## config.mk

```make
export PLATFORM = sky130hd
export DESIGN_NAME = debug_unit_receive
export DESIGN_NICKNAME = d
export VERILOG_FILES = /design/src/rtl/debug_unit_receive.sv
export SDC_FILE = /design/constraint.sdc
export NUM_CORES = 1
export LEC_CHECK = 0
export BUFFER_PORTS_ARGS = -buffer_cell sky130_fd_sc_hd__buf_2
export CAP_MARGIN = 5
export CORE_AREA = 2 2 66 130
export CTS_CLUSTER_SIZE = 28
export DETAILED_ROUTE_END_ITERATION = 12
export DIE_AREA = 0 0 68 132
export PLACE_DENSITY = 0.59
export SETUP_SLACK_MARGIN = 0.2
export SLEW_MARGIN = 20
export SYNTH_ARGS = -nofsm -noshare
export SYNTH_HDL_FRONTEND = slang
export SYNTH_SLANG_ARGS = --single-unit
export TNS_END_PERCENT = 20
```

## constraint.sdc

```tcl
create_clock -name i_clock -period 3 [get_ports i_clock]
set_clock_uncertainty 0.2 [all_clocks]
set_input_delay 0.3 -clock i_clock [delete_from_list [all_inputs] [get_ports i_clock]]
set_output_delay 0.3 -clock i_clock [all_outputs]
set_load 0.02 [all_outputs]
```

## src/rtl/debug_unit_receive.sv

```systemverilog
// debug_unit_receive: command side of the MIPS debug unit.
// Decodes host bytes from the UART receiver, loads program words into
// instruction memory, starts continuous or step execution and paces single
// steps against the debug transmitter's dump.
// Optional build macro: DU_RX_TIMEOUT_EN enables an inter-byte timeout that
// aborts a stalled load after TIMEOUT_CYCLES cycles without a byte.
module debug_unit_receive #(
    parameter int NB_DATA        = 32,
    parameter int NB_BYTE        = 8,
    parameter int NB_ADDR        = 10,
    parameter int TIMEOUT_CYCLES = 1000000
) (
    input  logic               i_clock,
    input  logic               i_reset,
    input  logic [NB_BYTE-1:0] i_uart_rx_data,
    input  logic               i_uart_rx_done,
    input  logic               i_halt,
    input  logic               i_tx_done,
    output logic [NB_DATA-1:0] o_instruction_data,
    output logic [NB_ADDR-1:0] o_instruction_address,
    output logic               o_instruction_write,
    output logic               o_execution_mode,
    output logic               o_start,
    output logic               o_step,
    output logic               o_program_loaded,
    output logic               o_error
);

    localparam int BYTES_PER_WORD = NB_DATA / NB_BYTE;
    localparam int NB_IDX         = (BYTES_PER_WORD > 1) ? $clog2(BYTES_PER_WORD) : 1;

    localparam logic [NB_BYTE-1:0] CMD_LOAD = NB_BYTE'(8'h4C);
    localparam logic [NB_BYTE-1:0] CMD_CONT = NB_BYTE'(8'h43);
    localparam logic [NB_BYTE-1:0] CMD_STEP = NB_BYTE'(8'h53);
    localparam logic [NB_BYTE-1:0] CMD_NEXT = NB_BYTE'(8'h4E);

    typedef enum logic [2:0] {
        IDLE,
        LOAD_COUNT,
        LOAD_BYTES,
        RUN_CONT,
        RUN_STEP,
        WAIT_TX,
        WAIT_DUMP
    } state_t;

    state_t              state;
    state_t              next_state;
    logic [NB_BYTE-1:0]  word_total;
    logic [NB_BYTE-1:0]  word_done;
    logic [NB_IDX-1:0]   byte_idx;

    logic                load_begin;
    logic                count_take;
    logic                byte_take;
    logic                last_write;
    logic                load_abort;
    logic                start_nxt;
    logic                step_nxt;
    logic                error_nxt;
    logic                mode_nxt;
    logic                timeout_hit;

    wire in_load = (state == LOAD_COUNT) || (state == LOAD_BYTES);

`ifdef DU_RX_TIMEOUT_EN
    logic [31:0] idle_cycles;

    // Count silent cycles while a load is in progress; any byte restarts the count.
    always_ff @(posedge i_clock) begin
        if (i_reset || !in_load || i_uart_rx_done) begin
            idle_cycles <= '0;
        end else begin
            idle_cycles <= idle_cycles + 32'd1;
        end
    end

    assign timeout_hit = in_load && !i_uart_rx_done &&
                         (idle_cycles == 32'(TIMEOUT_CYCLES - 1));
`else
    // Without the counter the timeout length has no meaning; tie it off quietly.
    logic unused_timeout;
    assign unused_timeout = ^TIMEOUT_CYCLES;
    assign timeout_hit    = 1'b0;
`endif

    // State register.
    always_ff @(posedge i_clock) begin
        if (i_reset) begin
            state <= IDLE;
        end else begin
            state <= next_state;
        end
    end

    // Next-state decode and one-cycle-early pulse requests.
    always_comb begin
        // NOTE: every output of this block gets a default first so no path
        // leaves it unassigned, which would otherwise infer a latch.
        next_state = state;
        load_begin = 1'b0;
        count_take = 1'b0;
        byte_take  = 1'b0;
        last_write = 1'b0;
        load_abort = 1'b0;
        start_nxt  = 1'b0;
        step_nxt   = 1'b0;
        error_nxt  = 1'b0;
        mode_nxt   = o_execution_mode;

        case (state)
            IDLE: begin
                if (i_uart_rx_done) begin
                    case (i_uart_rx_data)
                        CMD_LOAD: begin
                            load_begin = 1'b1;
                            next_state = LOAD_COUNT;
                        end
                        CMD_CONT, CMD_STEP: begin
                            if (!o_program_loaded) begin
                                error_nxt = 1'b1;
                            end else begin
                                start_nxt  = 1'b1;
                                mode_nxt   = (i_uart_rx_data == CMD_STEP);
                                next_state = (i_uart_rx_data == CMD_STEP) ? RUN_STEP : RUN_CONT;
                            end
                        end
                        default: error_nxt = 1'b1;
                    endcase
                end
            end
            LOAD_COUNT: begin
                if (i_uart_rx_done) begin
                    count_take = 1'b1;
                    next_state = (i_uart_rx_data == '0) ? IDLE : LOAD_BYTES;
                end
            end
            LOAD_BYTES: begin
                byte_take = i_uart_rx_done;
                if (o_instruction_write && (word_done == word_total - NB_BYTE'(1))) begin
                    last_write = 1'b1;
                    next_state = IDLE;
                end
            end
            RUN_CONT: begin
                if (i_halt) begin
                    next_state = WAIT_DUMP;
                end
            end
            RUN_STEP: begin
                // A halt seen together with a step request takes priority.
                if (i_halt) begin
                    next_state = WAIT_DUMP;
                end else if (i_uart_rx_done && (i_uart_rx_data == CMD_NEXT)) begin
                    step_nxt   = 1'b1;
                    next_state = WAIT_TX;
                end
            end
            WAIT_TX: begin
                if (i_tx_done) begin
                    next_state = i_halt ? IDLE : RUN_STEP;
                end
            end
            WAIT_DUMP: begin
                if (i_tx_done) begin
                    next_state = IDLE;
                end
            end
            default: next_state = IDLE;
        endcase

        if (timeout_hit && !last_write) begin
            load_abort = 1'b1;
            error_nxt  = 1'b1;
            byte_take  = 1'b0;
            next_state = IDLE;
        end
    end

    // Load datapath and registered output pulses.
    always_ff @(posedge i_clock) begin
        if (i_reset) begin
            o_instruction_data    <= '0;
            o_instruction_address <= '0;
            o_instruction_write   <= 1'b0;
            o_execution_mode      <= 1'b0;
            o_start               <= 1'b0;
            o_step                <= 1'b0;
            o_program_loaded      <= 1'b0;
            o_error               <= 1'b0;
            word_total            <= '0;
            word_done             <= '0;
            byte_idx              <= '0;
        end else begin
            // NOTE: non-blocking assignments here so every register samples
            // the pre-edge values, independent of statement order.
            o_start             <= start_nxt;
            o_step              <= step_nxt;
            o_error             <= error_nxt;
            o_execution_mode    <= mode_nxt;
            o_instruction_write <= byte_take && (byte_idx == NB_IDX'(BYTES_PER_WORD - 1));

            if (load_begin) begin
                o_instruction_address <= '0;
                word_done             <= '0;
                byte_idx              <= '0;
            end

            if (count_take) begin
                word_total <= i_uart_rx_data;
            end

            // A byte arriving during the write strobe shifts in after the
            // strobe cycle, so the word being written is still intact.
            if (byte_take) begin
                o_instruction_data <= {o_instruction_data[NB_DATA-NB_BYTE-1:0], i_uart_rx_data};
                byte_idx           <= (byte_idx == NB_IDX'(BYTES_PER_WORD - 1)) ? '0
                                                                               : byte_idx + NB_IDX'(1);
            end

            if (o_instruction_write) begin
                o_instruction_address <= o_instruction_address + NB_ADDR'(4);
                word_done             <= word_done + NB_BYTE'(1);
            end

            if (last_write) begin
                o_program_loaded <= 1'b1;
            end

            if (load_abort) begin
                o_instruction_address <= '0;
            end
        end
    end

endmodule
```

### After elaboration in Yosys (flattened, before gate mapping)

Index checks and enable logic that the tools add are counted.

* output and inout bits: 48
* input port bits: 13
* word-level logic and storage cells: 87
* flip-flop bits (word level): 69

* add/sub/neg operators: 4
* bitwise gates (word level): 4
* muxes and demuxes: 33
* equal/unequal tests: 21
* reduce and logical (&&, ||, !) cells: 13

Operators by type and width (count)
* $mux 3: 11
* $eq 8x7->1 const B: 4
* $pmux 3 s7: 1
* $mux 10: 2
* $mux 8: 2
* $mux 1: 11
* $add 10x3->10 const B: 1
* $ne 2x2->1 const B: 5
* $eq 3x3->1 const B: 3
* $reduce_and 9->1: 1
* $add 8x1->8 const B: 1
* $eq 8x8->1: 1
* $logic_not 8->1: 1
* $mux 2: 4
* $sub 8x1->8 const B: 1
* $eq 3x2->1 const B: 2
* $ne 3x3->1 const B: 2
* $pmux 3 s2: 1
* $reduce_or 3->1: 2
* $not 1->1: 4
* $reduce_and 4->1: 1
* $reduce_bool 2->1: 2
* $reduce_or 4->1: 1
* $eq 3x1->1 const B: 1
* other kinds (8): 10

### Logic depth before layout (Yosys ltp)

* word-level depth: 6
* depth in mapped cells: 8
* depth with buffers taken out: 7

### Least setup slack after synthesis

Ideal clock, no wire load.

* kind: register to register
* start point: reg word_total[0]
* end point: reg state[1]
* setup time: 148 ps
* required time: 2652 ps
* period minus slack after synthesis: 2052 ps
* path slack: 948 ps
* cell stages (with the launch flop): 6
* arrival time: 1704 ps
* path through: dfxtp_1 or4_4 or4b_1 a21oi_1 nand4bb_1 a311oi_1

* word-level cells in the longest chain between the ends: 5

RTL lines
* start, declared: RTL line 49 `logic [NB_BYTE-1:0] word_total;`
* start signal, assigned: RTL line 210 `word_total <= i_uart_rx_data;`
* $sub 8x1->8: RTL line 140 `if (o_instruction_write && (word_done == word_total - NB_BYTE'(1))) begin`
* $eq 8x8->1: RTL line 140
* $logic_and 1x1->1: RTL line 140
* $ne 2x1->1 (no line)
* $reduce_and 9->1 (no line)
* end signal, assigned: RTL line 92 `state <= next_state;`
* end, declared: RTL line 47 `state_t state;`

No other way between the ends.
A chain may end at the register's enable or synchronous reset.

### Final worst setup path

Same ends and word-level chain as after synthesis.

==> flow_metrics.py <==
metrics = {
    "setup_path": {
        "worstSetupEndpointType": "flip-flop",
        "crit_family": "compound AO/OA/AOI/OAI gates",
        "cp.arrival_ns": 2.44,
        "r2r-start": "word_total[0]",
        "cp.required_ns": 2.97,
        "cp-startpoint": "word_total[0]",
        "critPathLaunchType": "flip-flop",
        "worst-path-buf-inv": 1,
        "cp_cell_sequence": "inv_1 > ha_1 > nand2b_1 > a211o_2 > a2111oi_0 > a311oi_1",
        "path_class": "flip-flop to flip-flop",
        "cp_slowest_cell": "a2111oi_0",
        "slowest_delay_ns": 0.77,
        "cp_max_fo": 5,
    },
    "clock_tree": {
        "cts_tree": "yes",
        "cts_root_buf": "clkbuf_16",
        "insertion_delay_ns": 0.33,
        "cts_setup_buffers": 0,
        "cts.clk_slew.worst_paths_ns": 0.06,
        "cts.sinks": 67,
        "htree_levels": 3,
        "cts-resized-gates": 0,
        "ctsHoldBuffers": 0,
        "clockBufferDepth": 2,
        "cts_buffers": 9,
    },
    "synthesis": {
        "postSynthCellCount": 393,
        "synth_warnings": 0,
        "avgSynthCellArea_um2": 7.867,
        "synth_edf_count": 0,
        "yosysSeqAreaShare": 0.4338,
        "synth_top_cells_by_area": "dfxtp_1 43%, nand2_1 11%, a21oi_1 9.6%",
        "synthTopCellsByCount": "92 x nand2_1, 67 x dfxtp_1, 59 x a21oi_1",
        "yosysMostFrequentCell": "nand2_1",
        "ys.flop_type": "dfxtp_1",
        "synth-seq-cells": 67,
        "yosysTopAreaCell": "dfxtp_1",
        "yosys.area.top_type_share": 0.4338,
        "async_reset_ff_frac": 0,
        "syn_area_um2": 3092,
        "synth_cell_types": 50,
    },
    "drt": {
        "firstDrtPassIters": 4,
        "antenna_left": 0,
        "drt-initial-drc-count": 113,
        "num_vias": 2956,
        "wl_per_cell_um": 15.08,
        "route.detailed.drc": 0,
        "viasPerCell": 5.434,
        "wirelength_um": 8204,
    },
    "flow_run": {
        "maxCapViolations": 0,
    },
    "placed_design": {
        "routabilityCongestion": 0.9004,
        "portBuffers": 58,
        "dpl_worst_slack_ns": 0.5234,
        "dpl.hpwl_um": 5944,
    },
    "floorplan": {
        "chipWidth_um": 68,
        "fp.dieH_um": 132,
        "rows": 46,
        "ios": 61,
        "coreArea_um2": 7943,
        "die_area_um2": 8976,
        "start_util": 0.3893,
    },
    "cells_and_area": {
        "drive_gt1_frac": 0.1987,
        "fin_nets": 460,
        "final_core_utilization": 0.4702,
        "diodes": 0,
        "synthToLayoutAreaGrowth_pct": 20.80,
        "fillCellCount": 844,
    },
    "grt": {
        "grt_pass1_vias": 2743,
        "antenna_found_initial": 0,
        "grt_max_degree": 43,
        "grt.overflow.total": 0,
        "grt_pass1_wl_um": 13300,
        "grt_use_total": 0.1955,
    },
    "sta": {
        "worst_pin_slew_ns": 0.8379,
        "finalSetupViolations": 0,
        "fin_crit_ns": 2.467,
        "period_share": 0.8224,
        "rsz0062_at_grt": "no",
        "hold_viol": 0,
        "max_freq_mhz": 405.3,
        "setup_slack_ns": 0.5327,
        "drv_slew": 0,
        "setup_tns_ns": 0,
        "max_slew_margin": 0.4270,
    },
    "worst_hold_path": {
        "hold_path_class": "input port to flip-flop",
        "hp-start": "i_uart_rx_data[7]",
    },
    "power": {
        "ir_drop_uv": 359.5,
        "leakage_nw": 1.473,
        "power_density_nw_per_um2": 536.4,
    },
    "run_status": {
        "status": "completed",
    },
}
==> registers in the layout, indices dropped and copies added, names as in the netlist <==
| register | count |
|---|---|
| word_done | 8 |
| state | 3 |
| o_start | 1 |
| o_program_loaded | 1 |
| byte_idx | 2 |
| o_instruction_data | 32 |
| o_instruction_address | 8 |
| o_step | 1 |
| word_total | 8 |
| o_instruction_write | 1 |
| o_error | 1 |
| o_execution_mode | 1 |
==> final timing paths <==
path                            end  slack, ns  cells past startpoint
max                        state[1]       0.53                      6
min           o_instruction_data[7]       0.05                      3
max reg2reg                state[1]       0.53                      6
min reg2reg  o_instruction_data[30]       0.25                      2
==> placed cells by master (no fill, tap or decap), types with 3 or more instances in the layout <==
| cell | instances |
|---|---|
| nand2_1 | 92 |
| dfxtp_1 | 67 |
| a21oi_1 | 59 |
| buf_2 | 58 |
| nand3_1 | 21 |
| nor2_1 | 17 |
| o21ai_0 | 12 |
| nor3_1 | 10 |
| xor2_1 | 9 |
| clkbuf_16 | 9 |
| inv_1 | 8 |
| and3_1 | 6 |
| a31oi_1 | 5 |
| buf_4 | 5 |
| nor3b_1 | 4 |
| nand3b_1 | 4 |
| nor2b_1 | 4 |
| ha_1 | 4 |
| mux2i_1 | 3 |
| nand4_1 | 3 |
| xnor2_1 | 3 |
| or4b_2 | 3 |
==> power by group <==
part,internal [W],switching [W],leakage (nW)
Combinational,0.0000141,0.0000372,0.785
Clock,0.000665,0.000396,0.148
Sequential,0.000891,0.000000434,0.540
==> layer usage <==
| metal | part of all wire | vias up | GRT usage |
|---|---|---|---|
| met5 | 0 | - | 0 |
| met4 | 0.039 | 0 | 0.1089 |
| met3 | 0.041 | 21 | 0.04184 |
| met2 | 0.53 | 80 | 0.3344 |
| met1 | 0.39 | 1385 | 0.2124 |
| li1 | - | 1470 | - |
==> worst register-to-register path: cells and delay by family, from the launching register on <==
family,cells,cell delay (ns)
buf+inv,1,0.06
flops,1,0.39
simple gates,1,0.15
compound gates,3,1.25
fa+ha+maj,1,0.24
==> cell type report <==
class	count	area [um^2]	share of cell area
Inverter	8	30.03	0.008040
Multi-Input combinational cell	294	1612	0.4315
Sequential cell	67	1341	0.3591
Clock inverter	6	65.06	0.01742
Tap cell	96	120.1	0.03216
Timing Repair Buffer	63	327.8	0.08777
Clock buffer	10	239.0	0.06399
==> through the flow <==
stage / cells / power, W / hold WS [ns] / instance area, um^2
4_1_cts: 544 / 0.002037 / 0.03741 / 3735
6_report: 544 / 0.002003 / 0.05165 / 3735
2_1_floorplan: 394 / 0.0009395 / 0.2360 / 3095
5_1_grt: 544 / 0.002068 / 0.05691 / 3735
3_3_place_gp: 528 / 0.0009614 / 0.2399 / 3431
3_5_place_dp: 528 / 0.0009616 / 0.2461 / 3431
==> logic make-up (layout without fill, tap and decap cells) <==
kind of cell               Yosys count  count (layout)  share of synthesized area
other                                1               2                   0.001213
DFF                                 67              67                     0.4338
buffers and inverters               33              87                    0.04613
xor gates and xnor gates            12              12                    0.03400
adders and majority gates            4               4                    0.01619
muxes                                5               5                    0.01700
and+or+nand+nor                    177             177                     0.2756
AOI/OAI and AO/OA                   94              94                     0.1760
No activity file was read; power rests on OpenSTA's default activity.
